==> src/rtl/astropix_spi_responder_pkg.sv <==
// rtl/astropix_spi_responder_pkg.sv - shared types and constants for the AstroPix SPI responder
package astropix_spi_pkg;

    typedef enum logic {
        S_IDLE   = 1'b0,
        S_ACTIVE = 1'b1
    } state_t;

    localparam logic [7:0] IDLE_BYTE      = 8'hBC;
    localparam int         WORD_W         = 16;
    localparam int         PAIRS_PER_WORD = 8;

endpackage

==> src/rtl/astropix_spi_responder_if.sv <==
// rtl/astropix_spi_responder_if.sv - chip-side SPI pins plus local hit-word and config-byte streams
interface astropix_spi_responder_if;
    import astropix_spi_pkg::*;

    logic              spi_csb;
    logic              spi_clock;
    logic              spi_mosi;
    logic              spi_miso0;
    logic              spi_miso1;
    logic              interrupt;
    logic [WORD_W-1:0] tx_data;
    logic              tx_valid;
    logic              tx_ready;
    logic [7:0]        rx_data;
    logic              rx_valid;
    logic              rx_frame_end;
    logic              tx_underrun;
    logic [15:0]       rx_byte_count;

    modport slave (
        input  spi_csb, spi_clock, spi_mosi, tx_data, tx_valid,
        output spi_miso0, spi_miso1, interrupt, tx_ready, rx_data, rx_valid,
               rx_frame_end, tx_underrun, rx_byte_count
    );

    modport master (
        output spi_csb, spi_clock, spi_mosi, tx_data, tx_valid,
        input  spi_miso0, spi_miso1, interrupt, tx_ready, rx_data, rx_valid,
               rx_frame_end, tx_underrun, rx_byte_count
    );

endinterface

==> src/rtl/astropix_spi_responder_sync_ff.sv <==
// rtl/astropix_spi_responder_sync_ff.sv - multi-stage synchronizer with selectable reset value
module sync_ff #(
    parameter int   STAGES = 2,
    parameter logic INIT   = 1'b0
) (
    input  logic clock,
    input  logic reset,
    input  logic d,
    output logic q
);

    logic [STAGES-1:0] chain;

    always_ff @(posedge clock or posedge reset) begin
        if (reset) begin
            chain <= {STAGES{INIT}};
        end else begin
            chain <= {chain[STAGES-2:0], d};
        end
    end

    assign q = chain[STAGES-1];

endmodule

==> src/rtl/astropix_spi_responder.sv <==
// rtl/astropix_spi_responder.sv - oversampling AstroPix 2 SPI chip emulator
// Receives MOSI config bytes and returns one 16-bit hit word per byte, two bits per SCLK.
module astropix_spi_responder
    import astropix_spi_pkg::*;
#(
    parameter logic [WORD_W-1:0] IDLE_WORD   = {IDLE_BYTE, IDLE_BYTE},
    parameter int                SYNC_STAGES = 2
) (
    input logic                      clock,
    input logic                      reset,
    astropix_spi_responder_if.slave  bus
);

    localparam int                CNT_W     = $clog2(PAIRS_PER_WORD);
    localparam logic [CNT_W-1:0]  LAST_PAIR = CNT_W'(PAIRS_PER_WORD - 1);

    logic csb_s, sclk_s, mosi_s;
    logic csb_d, sclk_d;

    sync_ff #(.STAGES(SYNC_STAGES), .INIT(1'b1)) u_sync_csb (
        .clock(clock), .reset(reset), .d(bus.spi_csb), .q(csb_s)
    );
    sync_ff #(.STAGES(SYNC_STAGES), .INIT(1'b0)) u_sync_sclk (
        .clock(clock), .reset(reset), .d(bus.spi_clock), .q(sclk_s)
    );
    sync_ff #(.STAGES(SYNC_STAGES), .INIT(1'b0)) u_sync_mosi (
        .clock(clock), .reset(reset), .d(bus.spi_mosi), .q(mosi_s)
    );

    always_ff @(posedge clock or posedge reset) begin
        if (reset) begin
            csb_d  <= 1'b1;
            sclk_d <= 1'b0;
        end else begin
            csb_d  <= csb_s;
            sclk_d <= sclk_s;
        end
    end

    logic sclk_rise, sclk_fall, csb_fall, csb_rise;
    assign sclk_rise = ~csb_s &  sclk_s & ~sclk_d;
    assign sclk_fall = ~csb_s & ~sclk_s &  sclk_d;
    assign csb_fall  =  csb_d & ~csb_s;
    assign csb_rise  = ~csb_d &  csb_s;

    state_t            state, state_next;
    logic              frame_start, frame_stop, load_word, shift_pair, sample_bit;
    logic [CNT_W-1:0]  bit_cnt;

    always_ff @(posedge clock or posedge reset) begin
        if (reset) begin
            state <= S_IDLE;
        end else begin
            state <= state_next;
        end
    end

    // csb deassertion takes priority over any SCLK edge seen in the same cycle
    always_comb begin
        state_next  = state;
        frame_start = 1'b0;
        frame_stop  = 1'b0;
        load_word   = 1'b0;
        shift_pair  = 1'b0;
        sample_bit  = 1'b0;
        case (state)
            S_IDLE: begin
                if (csb_fall) begin
                    state_next  = S_ACTIVE;
                    frame_start = 1'b1;
                end
            end
            S_ACTIVE: begin
                if (csb_rise) begin
                    state_next = S_IDLE;
                    frame_stop = 1'b1;
                end else if (sclk_rise) begin
                    if (bit_cnt == '0) begin
                        load_word = 1'b1;
                    end else begin
                        shift_pair = 1'b1;
                    end
                end else if (sclk_fall) begin
                    sample_bit = 1'b1;
                end
            end
            default: state_next = S_IDLE;
        endcase
    end

    logic              take_word;
    logic [WORD_W-1:0] load_value;
    assign take_word  = load_word & bus.tx_valid;
    assign load_value = take_word ? bus.tx_data : IDLE_WORD;

    logic [WORD_W-1:0] tx_shift;
    logic [6:0]        rx_shift;
    logic              miso0_r, miso1_r, rx_valid_r, frame_end_r, underrun_r, interrupt_r;
    logic [7:0]        rx_data_r;
    logic [15:0]       byte_count_r;

    always_ff @(posedge clock or posedge reset) begin
        if (reset) begin
            bit_cnt      <= '0;
            tx_shift     <= '0;
            rx_shift     <= '0;
            miso0_r      <= 1'b0;
            miso1_r      <= 1'b0;
            rx_data_r    <= '0;
            rx_valid_r   <= 1'b0;
            frame_end_r  <= 1'b0;
            underrun_r   <= 1'b0;
            interrupt_r  <= 1'b0;
            byte_count_r <= '0;
        end else begin
            rx_valid_r  <= 1'b0;
            frame_end_r <= 1'b0;
            underrun_r  <= 1'b0;
            interrupt_r <= bus.tx_valid & csb_s;
            if (frame_start) begin
                bit_cnt      <= '0;
                tx_shift     <= '0;
                rx_shift     <= '0;
                byte_count_r <= '0;
                miso0_r      <= 1'b0;
                miso1_r      <= 1'b0;
            end
            if (frame_stop) begin
                miso0_r     <= 1'b0;
                miso1_r     <= 1'b0;
                frame_end_r <= 1'b1;
            end
            if (load_word) begin
                {miso0_r, miso1_r} <= load_value[WORD_W-1 -: 2];
                tx_shift           <= {load_value[WORD_W-3:0], 2'b00};
                underrun_r         <= ~bus.tx_valid;
            end
            if (shift_pair) begin
                {miso0_r, miso1_r} <= tx_shift[WORD_W-1 -: 2];
                tx_shift           <= {tx_shift[WORD_W-3:0], 2'b00};
            end
            if (sample_bit) begin
                rx_shift <= {rx_shift[5:0], mosi_s};
                bit_cnt  <= bit_cnt + CNT_W'(1);
                if (bit_cnt == LAST_PAIR) begin
                    rx_data_r  <= {rx_shift, mosi_s};
                    rx_valid_r <= 1'b1;
                    if (byte_count_r != 16'hFFFF) begin
                        byte_count_r <= byte_count_r + 16'd1;
                    end
                end
            end
        end
    end

    assign bus.spi_miso0     = miso0_r;
    assign bus.spi_miso1     = miso1_r;
    assign bus.tx_ready      = take_word;
    assign bus.tx_underrun   = underrun_r;
    assign bus.rx_data       = rx_data_r;
    assign bus.rx_valid      = rx_valid_r;
    assign bus.rx_frame_end  = frame_end_r;
    assign bus.rx_byte_count = byte_count_r;
    assign bus.interrupt     = interrupt_r;

endmodule
==> src/flat_wrapper.sv <==
// flat-port wrapper written by rule: the top's interface ports become plain ports
module astropix_spi_responder_flat import astropix_spi_pkg::*;
#(
    parameter logic [WORD_W-1:0] IDLE_WORD   = {IDLE_BYTE, IDLE_BYTE},
    parameter int                SYNC_STAGES = 2
)
  (clock, reset, bus_spi_csb, bus_spi_clock, bus_spi_mosi, bus_tx_data, bus_tx_valid, bus_spi_miso0, bus_spi_miso1, bus_interrupt, bus_tx_ready, bus_rx_data, bus_rx_valid, bus_rx_frame_end, bus_tx_underrun, bus_rx_byte_count);
  astropix_spi_responder_if bus_i ();
  input logic clock;
  input logic reset;
  input wire logic [$bits(bus_i.spi_csb)-1:0] bus_spi_csb;
  input wire logic [$bits(bus_i.spi_clock)-1:0] bus_spi_clock;
  input wire logic [$bits(bus_i.spi_mosi)-1:0] bus_spi_mosi;
  input wire logic [$bits(bus_i.tx_data)-1:0] bus_tx_data;
  input wire logic [$bits(bus_i.tx_valid)-1:0] bus_tx_valid;
  output wire logic [$bits(bus_i.spi_miso0)-1:0] bus_spi_miso0;
  output wire logic [$bits(bus_i.spi_miso1)-1:0] bus_spi_miso1;
  output wire logic [$bits(bus_i.interrupt)-1:0] bus_interrupt;
  output wire logic [$bits(bus_i.tx_ready)-1:0] bus_tx_ready;
  output wire logic [$bits(bus_i.rx_data)-1:0] bus_rx_data;
  output wire logic [$bits(bus_i.rx_valid)-1:0] bus_rx_valid;
  output wire logic [$bits(bus_i.rx_frame_end)-1:0] bus_rx_frame_end;
  output wire logic [$bits(bus_i.tx_underrun)-1:0] bus_tx_underrun;
  output wire logic [$bits(bus_i.rx_byte_count)-1:0] bus_rx_byte_count;
  assign bus_i.spi_csb = bus_spi_csb;
  assign bus_i.spi_clock = bus_spi_clock;
  assign bus_i.spi_mosi = bus_spi_mosi;
  assign bus_i.tx_data = bus_tx_data;
  assign bus_i.tx_valid = bus_tx_valid;
  assign bus_spi_miso0 = bus_i.spi_miso0;
  assign bus_spi_miso1 = bus_i.spi_miso1;
  assign bus_interrupt = bus_i.interrupt;
  assign bus_tx_ready = bus_i.tx_ready;
  assign bus_rx_data = bus_i.rx_data;
  assign bus_rx_valid = bus_i.rx_valid;
  assign bus_rx_frame_end = bus_i.rx_frame_end;
  assign bus_tx_underrun = bus_i.tx_underrun;
  assign bus_rx_byte_count = bus_i.rx_byte_count;
  astropix_spi_responder #(.IDLE_WORD(IDLE_WORD), .SYNC_STAGES(SYNC_STAGES)) u_core (.clock(clock), .reset(reset), .bus(bus_i));
endmodule
==> config.mk <==
export PLATFORM = sky130hd
export DESIGN_NAME = astropix_spi_responder_flat
export DESIGN_NICKNAME = d
export VERILOG_FILES = /design/src/rtl/astropix_spi_responder_pkg.sv /design/src/rtl/astropix_spi_responder_if.sv /design/src/rtl/astropix_spi_responder_sync_ff.sv /design/src/rtl/astropix_spi_responder.sv /design/src/flat_wrapper.sv
export SDC_FILE = /design/constraint.sdc
export NUM_CORES = 1
export LEC_CHECK = 0
export ABC_AREA = 1
export BUFFER_PORTS_ARGS = -buffer_cell sky130_fd_sc_hd__buf_2
export CAP_MARGIN = 10
export CELL_PAD_IN_SITES_DETAIL_PLACEMENT = 0
export CELL_PAD_IN_SITES_GLOBAL_PLACEMENT = 2
export CORE_MARGIN = 2
export CORE_UTILIZATION = 32
export DETAILED_ROUTE_END_ITERATION = 16
export GPL_TIMING_DRIVEN = 1
export PLACE_DENSITY = 0.79
export REMOVE_ABC_BUFFERS = 1
export SLEW_MARGIN = 5
export SYNTH_ARGS = -nofsm -noshare
export SYNTH_HDL_FRONTEND = slang
export SYNTH_SLANG_ARGS = --single-unit
==> constraint.sdc <==
create_clock -name clock -period 2.24 [get_ports clock]
set_input_delay 0.224 -clock clock [delete_from_list [all_inputs] [get_ports clock]]
set_output_delay 0.224 -clock clock [all_outputs]
set_load 0.02 [all_outputs]
==> flow_metrics.tcl <==
set metrics [dict create \
    core_um2 8720 \
    p_comb_share_pct 8.6 \
    place_area_um2 3260 \
    r2r-start "u_core.bus.rx_byte_count[1]$_DFF_PP0_" \
    critPathRequiredTime_ps 2490 \
    internal_power_mw 1.82 \
    arrival_ps 2200 \
    ys_ff_latch 63 \
    gp_congestion 0.789 \
    layout.cells.non_filler 521 \
    critPathMaxStageDelay_ps 410 \
    path_common_cell "nand2_1" \
    worstHoldEndpoint "u_core.bus.tx_underrun$_DFF_PP0_" \
    dp_hpwl_um 4510 \
    placementRows 34 \
    fmax_mhz 513 \
    post_drt_via_cell_ratio 4.52 \
    area_growth_pct 21.2 \
    r2r_cells 8 \
    io_buffers 52 \
    synth_top_family_by_area "simple AND/OR/NAND/NOR gates" \
    nFillCells 911 \
    setup_viol 0 \
    timing.final.crit_period_ps 1950 \
    report.power.total_mw 2.47 \
    syn_area_um2 2880 \
    drtAntennaViolNets 0 \
    cap_violations 0 \
    status "completed" \
    worstHoldPathCells 2 \
    grt_overflow 0 \
    cts_tree "yes" \
    synthTopCellsByArea "dfrtp_1, nand2_1, inv_1" \
    multi_input_area_um2 1070 \
    synth-edff-count 0 \
    hold_start "bus_tx_valid" \
    nets 434 \
    final_cell_area_um2 3490 \
    drtIter0Drc 81 \
    clk_latency_ps 350 \
    dpl.cell_count 501 \
    setup_tns_ps 0 \
    timing.final.crit_share_pct 87.0 \
    vias 2355 \
    pin_count 53 \
    async_flop_share_pct 100 \
    syn_area_per_cell_um2 8.37 \
    yosys.area_share.simple_pct 28.1 \
    path_class "register to register" \
    antenna_found_initial 0 \
    p_clk_share_pct 40.3 \
    dr_wl_met3_um 406 \
    antennaDiodeCount 0 \
    dr.max_layer_used "met4" \
    grt_pass1_wl_um 10800 \
    synth-xor-area-share_pct 0 \
    critPathTopFamily "simple AND/OR/NAND/NOR gates" \
    numCtsBuffers 9 \
    drv_slew 0 \
    p_sw_uw 657 \
    leakagePower_nw 1.88 \
    finalClockSkew_ps 8.37 \
    yosys.area.top_type "dfrtp_1" \
    wl_met1_um 3220 \
    cts_buffer_depth 2 \
    path_clk_slew_ps 70 \
    synthCells 344 \
    ctsRootBufferMaster "clkbuf_8" \
    p_seq_share_pct 51.2 \
    grt_usage_pct 14.0 \
    rr_endpoint "u_core.bus.rx_byte_count[13]$_DFF_PP0_" \
    synth_flop_cell "dfrtp_1" \
    synth.distinct_cells 25 \
    drc 0 \
    irDropWorstVdd_v 0.000307 \
    cp_cell_sequence "ha_1, nand2_1, nor2_1, nand4_2, nand2_4, inv_1, nand3b_1, nand2_1" \
    synth_adder_area_share_pct 1.74 \
    yosysSeqAreaShare_pct 54.9 \
    grt_max_degree 27 \
    critPathCaptureType "register" \
    start_kind "register" \
    grt_pass1_vias 2194 \
    path_max_fanout 12 \
    regArea_um2 1580 \
    rsz0062_at_grt "false" \
    crit_slowest_cell "dfrtp_1" \
    wl_um 6410 \
    htreeDepth 3 \
    clock-sinks 63 \
    met2_length_um 2710 \
    tightest_slew_ps 1040 \
    synth.area.mux_share_pct 0 \
    cellPowerDensity_nw_per_um2 708 \
    ys.warnings.count 0 \
    finalHoldViolCount 0 \
    chipHeight_um 98.9 \
    die-area_um2 9780 \
    synth_compound_area_share_pct 7.21 \
    die_x_um 98.9 \
    avgRoutedWirePerCell_um 12.3 \
    netSwitchingFraction_pct 26.6 \
    relSlewSlack_pct 30.6 \
    cp_num_buf_inv 1 \
    firstDrtPassIters 5 \
    yosys.area.top_type_share_pct 52.1 \
    drive_gt1_share_pct 21.1 \
    rrSetupSlack_ps 290 \
    finalCoreUtilization_pct 40.0 \
    start_util_pct 33.0 \
    hp-class "input pin to register" \
]
==> final cells by class <==
class | instances | share of cell area, %
Inverter | 46 | 5.09
Timing Repair Buffer | 61 | 9.67
Clock inverter | 7 | 2.04
Clock buffer | 9 | 3.55
Sequential cell | 63 | 45.3
Tap cell | 108 | 3.87
Multi-Input combinational cell | 227 | 30.5
==> cell usage after synthesis (3+ instances only) <==
cell	number
clkbuf_1	3
nand3_1	31
inv_1	45
nand3_2	3
o21ai_0	31
o22ai_1	6
dfstp_2	3
dfrtp_1	60
ha_1	4
nand4_1	5
nand2_1	107
nor2_1	27
==> per-stage QoR <==
step,setup slack (ps),hold WS [ps]
2_1_floorplan,451,228
3_3_place_gp,444,295
3_5_place_dp,318,295
4_1_cts,269,35.2
5_1_grt,106,51.5
6_report,291,46.3
==> flip-flops by register name, indices dropped and copies added (netlist names) <==
register	flops
u_core.u_sync_mosi.chain	2
u_core.bus.rx_valid	1
u_core.bus.tx_underrun	1
u_core.bus.rx_data	8
u_core.bus.spi_miso1	1
u_core.state	1
u_core.bus.rx_frame_end	1
u_core.csb_d	1
u_core.tx_shift	14
u_core.bus.interrupt	1
u_core.u_sync_csb.chain	2
u_core.bus.rx_byte_count	16
u_core.bus.spi_miso0	1
u_core.sclk_d	1
u_core.bit_cnt	3
u_core.u_sync_sclk.chain	2
u_core.rx_shift	7
==> what timing repair did <==
action | CTS | global route
setup buffers | 0 | 0
endpoints found under the setup margin | 0 | 0
endpoints found under the hold margin | 24 | 0
hold buffers | 4 | 0
resized for setup | 0 | 0
==> power by group through the flow <==
stage	Combinational (mW)	Sequential, mW	Clock, mW
finish	0.212	1.27	0.996
global placement	0.207	1.29	0
global route	0.246	1.28	1.09
floorplan	0.131	1.29	0
detailed placement	0.213	1.29	0
CTS	0.218	1.27	1.03
==> metal layers <==
| layer | track usage [%] | vias up |
|---|---|---|
| met5 | 0 | - |
| met4 | 4.74 | 0 |
| met3 | 5.25 | 9 |
| met2 | 20.1 | 63 |
| met1 | 19.5 | 1066 |
| li1 | - | 1217 |
==> cell usage in the layout (no fill, tap or decap), types with 2 or more instances in the layout <==
cell type      Yosys  layout
inv_1             45      44
buf_2              2      52
clkinv_4           1       2
inv_6              0       2
buf_4              2       5
nand2_4            2       2
nand3b_1           2       2
clkbuf_8           0       9
nand4_1            5       5
nand2_1          107     107
ha_1               4       4
a21oi_1            2       2
nand3_2            3       3
o22ai_1            6       6
dlygate4sd3_1      0       4
dfrtp_1           60      60
clkinv_2           0       3
nor3_1             2       2
dfstp_2            3       3
nand3_1           31      31
o21ai_0           31      31
nor2_1            27      27
==> cells by family after synthesis <==
family                   Yosys count
AO/OA/AOI/OAI                     40
adder cells (fa/ha/maj)            4
buffers and inverters             54
flip-flops                        63
AND/OR/NAND/NOR                  183
==> how the worst max path moves through the flow <==
stage,start,endpoint,slack (ps),depth (start not counted)
3_3_place_gp,u_core.bus.rx_byte_count[0]$_DFF_PP0_,u_core.bus.rx_byte_count[13]$_DFF_PP0_,440,8
4_1_cts,u_core.bit_cnt[0]$_DFFE_PP0P_,bus_tx_ready,270,7
5_1_grt,u_core.bus.rx_byte_count[1]$_DFF_PP0_,u_core.bus.rx_byte_count[1]$_DFF_PP0_,110,8
6_report,u_core.bus.rx_byte_count[1]$_DFF_PP0_,u_core.bus.rx_byte_count[13]$_DFF_PP0_,290,8
3_5_place_dp,u_core.bus.rx_byte_count[1]$_DFF_PP0_,u_core.bus.rx_byte_count[13]$_DFF_PP0_,320,8
2_1_floorplan,reset,u_core.bit_cnt[0]$_DFFE_PP0P_,450,1
No activity file was read; power rests on OpenSTA's default activity.
